### src/rtl/lpc_pkg.sv
// Shared LPC definitions: slave state encoding and the protocol nibble codes.
package lpc_pkg;

    typedef enum logic [3:0] {
        IDLE,
        CYCTYP,
        ADDR,
        WDATA,
        TAR0,
        TAR1,
        SWAIT,
        SYNC,
        RDATA0,
        RDATA1,
        TAR2A,
        TAR2B,
        WAIT_END
    } lpcState_e;

    // START nibble that opens a target cycle
    localparam logic [3:0] START_CODE      = 4'h0;

    // CYCTYP/DIR field (LAD[3:1]) for the cycles we service
    localparam logic [2:0] CYC_IO_RD       = 3'b000;
    localparam logic [2:0] CYC_IO_WR       = 3'b001;

    // SYNC nibbles
    localparam logic [3:0] SYNC_READY      = 4'h0;
    localparam logic [3:0] SYNC_SHORT_WAIT = 4'h5;

    // Value driven while handing the bus back to the host
    localparam logic [3:0] TAR_VALUE       = 4'hF;

endpackage

### src/rtl/lpc_addr_decode.sv
// Combinational I/O window match; also used by the POST-code snooper.
module lpc_addr_decode
    import lpc_pkg::*;
#(
    parameter logic [15:0] BASE_ADDR = 16'h0800,
    parameter logic [15:0] ADDR_MASK = 16'hFFE0
) (
    input  logic [15:0] Addr,
    output logic        Hit
);

    logic [15:0] bitOk;

    // A bit matches when it is masked out or equals the base address bit
    for (genvar gi = 0; gi < 16; gi++) begin : g_bit
        assign bitOk[gi] = ~ADDR_MASK[gi] | (Addr[gi] == BASE_ADDR[gi]);
    end

    assign Hit = &bitOk;

endmodule

### src/rtl/lpc_io_slave.sv
// LPC I/O read/write target feeding the CPLD register read-mux and write block.
module lpc_io_slave
    import lpc_pkg::*;
#(
    parameter logic [15:0] BASE_ADDR  = 16'h0800,
    parameter logic [15:0] ADDR_MASK  = 16'hFFE0,
    parameter int          SYNC_WAITS = 0
) (
    input  logic        Mclk,
    input  logic        Reset,
    input  logic        LFrameN,
    input  logic [3:0]  LadIn,
    output logic [3:0]  LadOut,
    output logic        LadOe,
    output logic [15:0] DevAddr,
    output logic        RdDev_En,
    input  logic [7:0]  RdDev_Data,
    output logic        WrDev_En,
    output logic [7:0]  WrDev_Data
);

    // Last value of the wait counter before moving on to the ready SYNC
    localparam logic [2:0] LastWait = 3'((SYNC_WAITS > 0) ? SYNC_WAITS - 1 : 0);

    lpcState_e   stateReg, stateNext;
    logic [2:0]  cntReg, cntNext;
    logic        isWriteReg, isWriteNext;
    logic [7:0]  holdReg, holdNext;

    logic [15:0] devAddrNext;
    logic [7:0]  wrDataNext;
    logic [3:0]  ladOutNext;
    logic        ladOeNext;
    logic        rdEnNext;
    logic        wrEnNext;

    // Address as it will look after the current nibble is shifted in
    logic [15:0] addrShift;
    logic        addrHit;

    assign addrShift = {DevAddr[11:0], LadIn};

    lpc_addr_decode #(
        .BASE_ADDR (BASE_ADDR),
        .ADDR_MASK (ADDR_MASK)
    ) u_addr_decode (
        .Addr (addrShift),
        .Hit  (addrHit)
    );

    // Next-state, datapath and next-output logic; outputs follow the next state
    always_comb begin
        stateNext   = stateReg;
        cntNext     = 3'd0;
        isWriteNext = isWriteReg;
        holdNext    = holdReg;
        devAddrNext = DevAddr;
        wrDataNext  = WrDev_Data;

        if (!LFrameN) begin
            // START (or an abort that restarts) overrides whatever was in flight
            stateNext = (LadIn == START_CODE) ? CYCTYP : IDLE;
        end else begin
            case (stateReg)
                IDLE: stateNext = IDLE;
                CYCTYP: begin
                    if (LadIn[3:1] == CYC_IO_RD) begin
                        isWriteNext = 1'b0;
                        stateNext   = ADDR;
                    end else if (LadIn[3:1] == CYC_IO_WR) begin
                        isWriteNext = 1'b1;
                        stateNext   = ADDR;
                    end else begin
                        stateNext   = WAIT_END;
                    end
                end
                ADDR: begin
                    devAddrNext = addrShift;
                    if (cntReg == 3'd3) begin
                        if (!addrHit)
                            stateNext = WAIT_END;
                        else
                            stateNext = isWriteReg ? WDATA : TAR0;
                    end else begin
                        cntNext = cntReg + 3'd1;
                    end
                end
                WDATA: begin
                    if (cntReg == 3'd0) begin
                        wrDataNext[3:0] = LadIn;
                        cntNext         = 3'd1;
                    end else begin
                        wrDataNext[7:4] = LadIn;
                        stateNext       = TAR0;
                    end
                end
                TAR0: stateNext = TAR1;
                TAR1: stateNext = (SYNC_WAITS > 0) ? SWAIT : SYNC;
                SWAIT: begin
                    if (cntReg == LastWait)
                        stateNext = SYNC;
                    else
                        cntNext = cntReg + 3'd1;
                end
                SYNC: begin
                    if (!isWriteReg)
                        holdNext = RdDev_Data;
                    stateNext = isWriteReg ? TAR2A : RDATA0;
                end
                RDATA0:   stateNext = RDATA1;
                RDATA1:   stateNext = TAR2A;
                TAR2A:    stateNext = TAR2B;
                TAR2B:    stateNext = IDLE;
                WAIT_END: stateNext = WAIT_END;
                default:  stateNext = IDLE;
            endcase
        end

        ladOeNext  = 1'b0;
        ladOutNext = TAR_VALUE;
        rdEnNext   = 1'b0;
        wrEnNext   = 1'b0;
        case (stateNext)
            TAR1: rdEnNext = ~isWriteNext;
            SWAIT: begin
                ladOeNext  = 1'b1;
                ladOutNext = SYNC_SHORT_WAIT;
            end
            SYNC: begin
                ladOeNext  = 1'b1;
                ladOutNext = SYNC_READY;
                wrEnNext   = isWriteNext;
            end
            RDATA0: begin
                // Hold register is loaded on this same edge, so use its next value
                ladOeNext  = 1'b1;
                ladOutNext = holdNext[3:0];
            end
            RDATA1: begin
                ladOeNext  = 1'b1;
                ladOutNext = holdReg[7:4];
            end
            TAR2A: ladOeNext = 1'b1;
            default: ladOeNext = 1'b0;
        endcase
    end

    // State and registered outputs; reset releases LAD immediately
    always_ff @(posedge Mclk or posedge Reset) begin
        if (Reset) begin
            stateReg   <= IDLE;
            cntReg     <= 3'd0;
            isWriteReg <= 1'b0;
            holdReg    <= 8'h00;
            DevAddr    <= 16'h0000;
            WrDev_Data <= 8'h00;
            LadOut     <= TAR_VALUE;
            LadOe      <= 1'b0;
            RdDev_En   <= 1'b0;
            WrDev_En   <= 1'b0;
        end else begin
            stateReg   <= stateNext;
            cntReg     <= cntNext;
            isWriteReg <= isWriteNext;
            holdReg    <= holdNext;
            DevAddr    <= devAddrNext;
            WrDev_Data <= wrDataNext;
            LadOut     <= ladOutNext;
            LadOe      <= ladOeNext;
            RdDev_En   <= rdEnNext;
            WrDev_En   <= wrEnNext;
        end
    end

endmodule

### config.mk
export PLATFORM = sky130hd
export DESIGN_NAME = lpc_io_slave
export DESIGN_NICKNAME = d
export VERILOG_FILES = /design/src/rtl/lpc_pkg.sv /design/src/rtl/lpc_addr_decode.sv /design/src/rtl/lpc_io_slave.sv
export SDC_FILE = /design/constraint.sdc
export NUM_CORES = 1
export LEC_CHECK = 0
export CAP_MARGIN = 30
export CORE_ASPECT_RATIO = 0.6
export CORE_MARGIN = 2
export CORE_UTILIZATION = 31
export DETAILED_ROUTE_END_ITERATION = 8
export PLACE_DENSITY = 0.62
export SLEW_MARGIN = 20
export SYNTH_ARGS = -nofsm -noshare
export SYNTH_HDL_FRONTEND = slang
export SYNTH_SLANG_ARGS = --single-unit
### constraint.sdc
create_clock -name Mclk -period 6.4 [get_ports Mclk]
set_input_delay 0.64 -clock Mclk [delete_from_list [all_inputs] [get_ports Mclk]]
set_output_delay 0.64 -clock Mclk [all_outputs]
set_load 0.02 [all_outputs]
# Word-level counts from Yosys, hierarchy flattened
# Cells that the tools add are included.
# totals
regBits	47
latchBits	0
mem_bits_rw	0
rom_bits	0
input_bits	15
output_inout_bits	31
mem_count	0
# op_classes
addsub	1
mul	0
n_div	0
order_cmp	0
n_eq_ne	19
shift	0
n_mux	27
bitwise_logic	13
reduce_logical	9
# op_table
operator	count
$pmux 4 s11	1
$mux 4	10
$eq 4x3->1 const B	7
$eq 4x4->1 const B	7
$pmux 4 s4	1
$not 1->1	13
$mux 3	4
$reduce_and 11->1	1
$mux 1	9
$pmux 3 s3	1
$reduce_and 3->1	3
$eq 4x2->1 const B	2
$logic_not 3->1	2
$reduce_or 5->1	1
$eq 4x1->1 const B	1
$logic_not 4->1	1
$add 3x1->3 const B	1
$eq 3x1->1 const B	1
$eq 3x2->1 const B	1
$mux 2	1
$reduce_and 2->1	1

# Depth between registers and ports, before layout
# Gate-level depths: netlist of run 1.
# depth
depth_word	9
depth_mapped	8
ltp_nobuf	8

# Modules after synthesis
# From an unflattened synthesis of run 1, not the netlist that was laid out.
# hier_totals
hier_cells	186
area_unflattened_um2	2199.6
# modules_own_cells
mod	n_inst	cells_per_inst	area_each_um2
lpc_io_slave	1	182	2173.3
lpc_addr_decode	1	4	26.3

# Worst setup path after synthesis of run 1
# No wires, ideal clock.
# synth_timing
kind	input -> register
startpoint	input LadIn[2]
endpoint	register WrDev_En
setup_ns	0.066
arrival_time_ns	2.141
required_ns	6.334
slack_ns	4.192
stages	6
cell_sequence	or2_2 -> a22o_1 -> a222oi_1 -> o21ai_1 -> nor4b_2 -> and2_1
# synth_between
elab_chain_cells	7
word_cells_on_any_way	14
cone_classes	eq/ne (2); mux (10); reduce/logical (2)
# synth_rtl
item	line_no	source
start, declared	lpc_io_slave.sv:12	input logic [3:0] LadIn,
$eq 3x1->1	lpc_io_slave.sv:70	end else if (LadIn[3:1] == CYC_IO_WR) begin
$mux 4	lpc_io_slave.sv:70	
$mux 4	lpc_io_slave.sv:67	if (LadIn[3:1] == CYC_IO_RD) begin
$pmux 4 s11	lpc_io_slave.sv:64	case (stateReg)
$mux 4	lpc_io_slave.sv:60	if (!LFrameN) begin
$eq 4x3->1	lpc_io_slave.sv:123	case (stateNext)
$mux 1 *	lpc_io_slave.sv:123	
named net wrEnNext	lpc_io_slave.sv:35	logic wrEnNext;
end signal, assigned	lpc_io_slave.sv:171	WrDev_En <= wrEnNext;
end, declared	lpc_io_slave.sv:18	output logic WrDev_En,
# Mark *: on every way through the listed nets, which the timed path passes. The rest lies on a longest branch.
# A chain may end at the register's enable or synchronous reset.

# Final worst setup path of run 1
# Ends and elaborated chain as after synthesis.

==> results of run 1 <==
[kinds of logic (layout without fill, tap and decap cells)]
| kind of cell | count (synthesis) | after routing | synth area share [%] |
|---|---|---|---|
| simple gates | 77 | 77 | 20.3 |
| mux | 26 | 26 | 13.6 |
| compound gates | 29 | 29 | 9.68 |
| fa+ha+maj | 5 | 5 | 2.80 |
| flops | 43 | 43 | 50.4 |
| buf+inv | 15 | 60 | 3.26 |
[through the flow]
| stage | instance area [µm²] | worst slack (ns) | power [µW] | util (%) |
|---|---|---|---|---|
| floorplan | 2150 | 4.19 | 283 | - |
| global placement | 2670 | 3.55 | 295 | 39.9 |
| detailed placement | 2670 | 3.42 | 296 | 39.9 |
| CTS | 2840 | 3.71 | 599 | 42.6 |
| global route | 2840 | 3.50 | 617 | 42.6 |
| finish | 2840 | 3.66 | 595 | 42.6 |
[cell usage after synthesis, drive strengths merged, types with 2 or more instances]
cell type | number | area, µm²
nand2 | 21 | 78.8
or2 | 2 | 12.5
o21ai | 4 | 20.0
nor2b | 4 | 25.0
nand2b | 4 | 25.0
dfstp | 4 | 105
a21o | 2 | 15.0
nor3b | 4 | 30.0
a21oi | 7 | 35.0
or3 | 2 | 17.5
nand4 | 3 | 18.8
nor4b | 3 | 53.8
clkbuf | 3 | 11.3
dfrtp | 39 | 976
a2111oi | 3 | 30.0
nand3b | 2 | 15.0
nor2 | 15 | 56.3
mux2 | 25 | 282
ha | 4 | 50.1
buf | 6 | 36.3
nand3 | 3 | 15.0
nor3 | 5 | 25.0
nor4 | 4 | 25.0
inv | 6 | 22.5
and2 | 4 | 25.0
[sequential cells by signal (all words and copies together), names as in the netlist]
register	cells
DevAddr	16
LadOe	1
LadOut	4
RdDev_En	1
WrDev_Data	8
WrDev_En	1
cntReg	3
holdReg	4
isWriteReg	1
stateReg	4
[final cells by class]
type	count	share of cell area (%)
well taps	87	3.83
flip-flops and latches	43	38.0
inverters	6	0.792
clock buffers	6	4.89
multi-input cells	137	35.0
clock inverters	2	1.36
repair buffers	46	16.1
[where the power goes]
group	switching [µW]	leakage (µW)	internal, µW
Combinational	9.12	0.000520	8.96
Clock	109	0.0000875	196
Sequential	0.0880	0.000587	272
Total	118	0.00119	477
[routing by layer]
metal  wire length, µm  GRT usage [%]  up-vias
met2              2130           20.5       56
met5                 0              0        -
met4                26           4.17        0
met3               334           4.87        4
li1                  -              -      797
met1              2710           21.5      814
[worst min path at each step]
stage                            start                       to  slack [ns]  cells after the start
6_report       DevAddr[12]$_DFFE_PP0P_  DevAddr[12]$_DFFE_PP0P_        0.51                      1
2_1_floorplan   holdReg[5]$_DFFE_PP0P_   holdReg[5]$_DFFE_PP0P_        0.45                      2
3_3_place_gp   DevAddr[12]$_DFFE_PP0P_  DevAddr[12]$_DFFE_PP0P_        0.49                      1
3_5_place_dp   DevAddr[12]$_DFFE_PP0P_  DevAddr[12]$_DFFE_PP0P_        0.49                      1
5_1_grt        DevAddr[12]$_DFFE_PP0P_  DevAddr[12]$_DFFE_PP0P_        0.53                      1
4_1_cts        DevAddr[12]$_DFFE_PP0P_  DevAddr[12]$_DFFE_PP0P_        0.51                      1
[worst max-delay path: stages]
cell and delay, ns:
clkdlybuf4s50_1 0.46, or2_2 0.37, a22o_1 0.19, a222oi_1 0.49, o21ai_1 0.28, nor4b_2 0.35
and2_1 0.17
[cells in the final DEF (no fill, tap or decap), types with 5 or more instances in the layout]
cell             synthesis  final
nor3_1                   5      5
clkdlybuf4s50_1          0     45
dfrtp_1                 39     39
mux2_2                  25     25
a21oi_1                  7      7
clkbuf_16                0      5
inv_1                    5      5
nand2_1                 21     21
nor2_1                  15     15
==> results.json, run 1 <==
{
  "status": "complete, no violations",
  "final_nets": 258,
  "syn_nets": 214,
  "drv_slew": 0,
  "dr_total_vias": 1671,
  "r2r_slack_ns": 3.83,
  "root_buffer": "clkbuf_16",
  "route.detailed.drc": 0,
  "ys_seq_area_share_pct": 50.4,
  "dr.pass1.iters": 4,
  "worstPathArrival_ns": 2.96,
  "initial_core_util_pct": 32.1,
  "endpoint": "WrDev_En$_DFF_PP0_",
  "synth_edf_count": 0,
  "drive_above_1_share_pct": 19.2,
  "cts.clk_slew.worst_paths_ns": 0.06,
  "routed_wl_um": 5200,
  "end_kind": "flop",
  "h-tree-depth": 2,
  "hold-worst-slack_ns": 0.505,
  "cts_tree": "yes",
  "tns_ns": 0,
  "period_share_pct": 42.8,
  "ios": 46,
  "area_delta_synth_final_pct": 32.5,
  "antenna_cells": 0,
  "wl_per_cell_um": 15.9,
  "syn_area_per_cell_um2": 11.0,
  "peakVddDrop_uv": 97.5,
  "drt-initial-drc-count": 192,
  "start_kind": "input pin",
  "grt_antenna_before_repair": 0,
  "cts_sinks": 43,
  "cts_made_buffers": 5,
  "rsz0062_at_grt": "false",
  "fp.dieH_um": 68.4,
  "instances_no_fill": 327,
  "worst_slew_pin_slew_ns": 0.932,
  "async_reset_ff_share_pct": 100,
  "synth_area_um2": 2150,
  "crit_fanout": 5,
  "min_period_ns": 2.74,
  "synth_seq_cells": 43,
  "maxCapViolations": 0,
  "path_class": "in2reg",
  "fmax_ghz": 0.365,
  "ys_warn_count": 0,
  "viasPerCell": 5.11,
  "numPortBuffers": 45,
  "multi_input_area_um2": 995,
  "netlist_instances": 195,
  "die_w_um": 111,
  "grt_max_degree": 44,
  "setup.worst_path.start": "LadIn[2]",
  "grt_overflow": 0,
  "post_cts_buffers": 0,
  "dp_hpwl_um": 3710,
  "timing.rr.start": "stateReg[2]$_DFF_PP0_",
  "hold_violations": 0,
  "hold_path_class": "reg2reg",
  "insertion_delay_ns": 0.28,
  "grt_pass1_vias": 1598,
  "dieArea_um2": 7630,
  "fillers": 642,
  "rr_endpoint": "WrDev_En$_DFF_PP0_",
  "groute.usage.overall_pct": 14.7,
  "setup_viol": 0,
  "gp_congestion": 0.857,
  "ff_latch_area_um2": 1080,
  "postCtsHoldBufs": 0,
  "grt_pass1_wl_um": 8600,
  "cp.required_ns": 6.62,
  "power_density_nw_per_um2": 209,
  "reg2reg_depth": 6,
  "synth_ff_type": "dfrtp_1",
  "synth_cell_types": 45,
  "antenna_left": 0,
  "relSlewSlack_pct": 37.3,
  "num_rows": 23,
  "core_area_um2": 6680,
  "dp.cells": 319,
  "cts_resized": 0,
  "skew_ns": 0.00284,
  "power.leakage_uw": 0.00119,
  "ctsLongestPathBuffers": 2
}
Power figures use the tool's default switching activity.
==> run 2: changes to the inputs <==
PLACE_DENSITY = 0.64   (was 0.62)
clock period = 2.5 ns   (was 6.4 ns; I/O delays follow)
==> run 2 against run 1 <==
Against the previous run: clock-buffer cell count decreased by 1; non-clock buffer count rose by 15; largest cell class unchanged; utilization rose by 1.6 points; largest power group unchanged; final cell count is 4.6% higher; power grew to 2.5 times the previous value; sequential share of layout area fell by 1.4 points.
==> results.json, run 2 (synthesis gave the netlist of run 1 again) <==
{
  "status": "complete, no violations",
  "die_w_um": 111,
  "crit_fanout": 4,
  "viasPerCell": 5.00,
  "setup_viol": 0,
  "antenna_cells": 0,
  "dr_total_vias": 1711,
  "ctsLongestPathBuffers": 2,
  "cts_made_buffers": 5,
  "final_nets": 273,
  "core_area_um2": 6680,
  "wl_per_cell_um": 15.4,
  "dieArea_um2": 7630,
  "final_common_cell": "clkdlybuf4s50_1",
  "drive_above_1_share_pct": 24.3,
  "gp_congestion": 0.922,
  "fmax_ghz": 0.438,
  "instances_no_fill": 342,
  "met3WireLength_um": 360,
  "worstPathArrival_ns": 2.51,
  "period_share_pct": 91.3,
  "route.detailed.drc": 0,
  "largest_reg_flops": 16,
  "grt_pass1_wl_um": 8670,
  "end_kind": "flop",
  "top_register": "DevAddr",
  "peakVddDrop_uv": 300,
  "fillers": 653,
  "grt_max_degree": 44,
  "p_int_uw": 1200,
  "start_kind": "flop",
  "grt_overflow": 0,
  "cts.clk_slew.worst_paths_ns": 0.07,
  "wl_met1_um": 2810,
  "dp.cells": 333,
  "cts_sinks": 43,
  "min_period_ns": 2.28,
  "reg_top3": "DevAddr (16), WrDev_Data (8)",
  "initial_core_util_pct": 32.1,
  "h-tree-depth": 2,
  "antenna_left": 0,
  "fp.dieH_um": 68.4,
  "final_cell_mix": "45 x clkdlybuf4s50_1, 39 x dfrtp_1, 25 x mux2_2",
  "switchingPower_uw": 319,
  "power_density_nw_per_um2": 513,
  "top_layer_used": "met4",
  "relSlewSlack_pct": 56.2,
  "insertion_delay_ns": 0.29,
  "dr.pass1.iters": 4,
  "dp_hpwl_um": 3850,
  "seqPwrFrac_pct": 45.9,
  "maxCapViolations": 0,
  "pwr-share-clk_pct": 50.8,
  "drv_slew": 0,
  "routed_wl_um": 5270,
  "switching_share_pct": 21.1,
  "groute.usage.overall_pct": 15.0,
  "hold_violations": 0,
  "postCtsHoldBufs": 0,
  "design_area_um2": 2950,
  "ios": 46,
  "path_class": "reg2reg",
  "skew_ns": 0.00462,
  "wl_met2_um": 2050,
  "hold_path_class": "in2async",
  "power.leakage_uw": 0.00127,
  "combPwrFrac_pct": 3.3,
  "num_rows": 23,
  "root_buffer": "clkbuf_16",
  "drt-initial-drc-count": 139,
  "post_dp_cell_area_um2": 2770,
  "area_delta_synth_final_pct": 37.6,
  "numPortBuffers": 45,
  "grt_pass1_vias": 1683,
  "grt_antenna_before_repair": 0,
  "cp.required_ns": 2.72,
  "cts_tree": "yes",
  "worst_slew_pin_slew_ns": 0.656
}
## run 2: path summary, 6_finish.rpt
path | from | to | slack, ns | cells after the start
hold / removal | Reset | DevAddr[15]$_DFFE_PP0P_ | 0.41 | 3
min in group Mclk | RdDev_Data[0] | LadOut[0]$_DFF_PP1_ | 0.48 | 3
hold reg to reg | DevAddr[15]$_DFFE_PP0P_ | DevAddr[15]$_DFFE_PP0P_ | 0.51 | 1
max in group asynchronous | Reset | LadOut[1]$_DFF_PP1_ | 1.70 | 3
setup reg to reg | DevAddr[3]$_DFFE_PP0P_ | WrDev_En$_DFF_PP0_ | 0.22 | 6
setup / recovery | DevAddr[3]$_DFFE_PP0P_ | WrDev_En$_DFF_PP0_ | 0.22 | 6
## run 2: critical path, stage by stage (launching register included)
cell and delay [ns]:
dfrtp_1 0.41, nor4_1 0.44, nand3_1 0.17, a222oi_1 0.45
o21ai_1 0.21, nor4b_2 0.37, and2_1 0.18
## run 2: layout make-up
cell class,instances,area (µm²),share of cell area (%)
sequential,43,1080,36.6
multi-input combinational,137,997,33.8
timing repair buffer,61,571,19.3
clock buffer,5,125,4.24
tap,87,109,3.69
clock inverter,3,46.3,1.57
inverter,6,22.5,0.763
## run 2: stage by stage
stage | hold WS [ns] | utilization (%) | TNS (ns) | setup slack [ns] | total power (µW)
2_1_floorplan | 0.344 | - | 0 | 0.434 | 724
3_3_place_gp | 0.491 | 41.5 | 0 | 0.143 | 759
3_5_place_dp | 0.493 | 41.5 | 0 | 0.0988 | 760
4_1_cts | 0.445 | 44.1 | 0 | 0.240 | 1530
5_1_grt | 0.488 | 44.2 | -0.0113 | -0.0113 | 1560
6_report | 0.406 | 44.2 | 0 | 0.217 | 1520
## run 2: routing by layer
layer / track usage, % / vias up
met2: 20.5 / 65
met5: 0 / -
met4: 5.09 / 0
li1: - / 815
met3: 3.72 / 5
met1: 22.6 / 826
## run 2: power by group through the flow
stage | Combinational (µW) | Clock, µW | Sequential [µW]
floorplan | 14.5 | 0 | 709
global placement | 49.9 | 0 | 709
detailed placement | 50.5 | 0 | 709
CTS | 51.0 | 780 | 696
global route | 55.0 | 808 | 696
finish | 49.5 | 770 | 696
## run 2: timing repair
action                                  4_1_cts  5_1_grt
buffers inserted                              0        1
gates resized for setup                       0        1
endpoints found under the setup margin        0        1
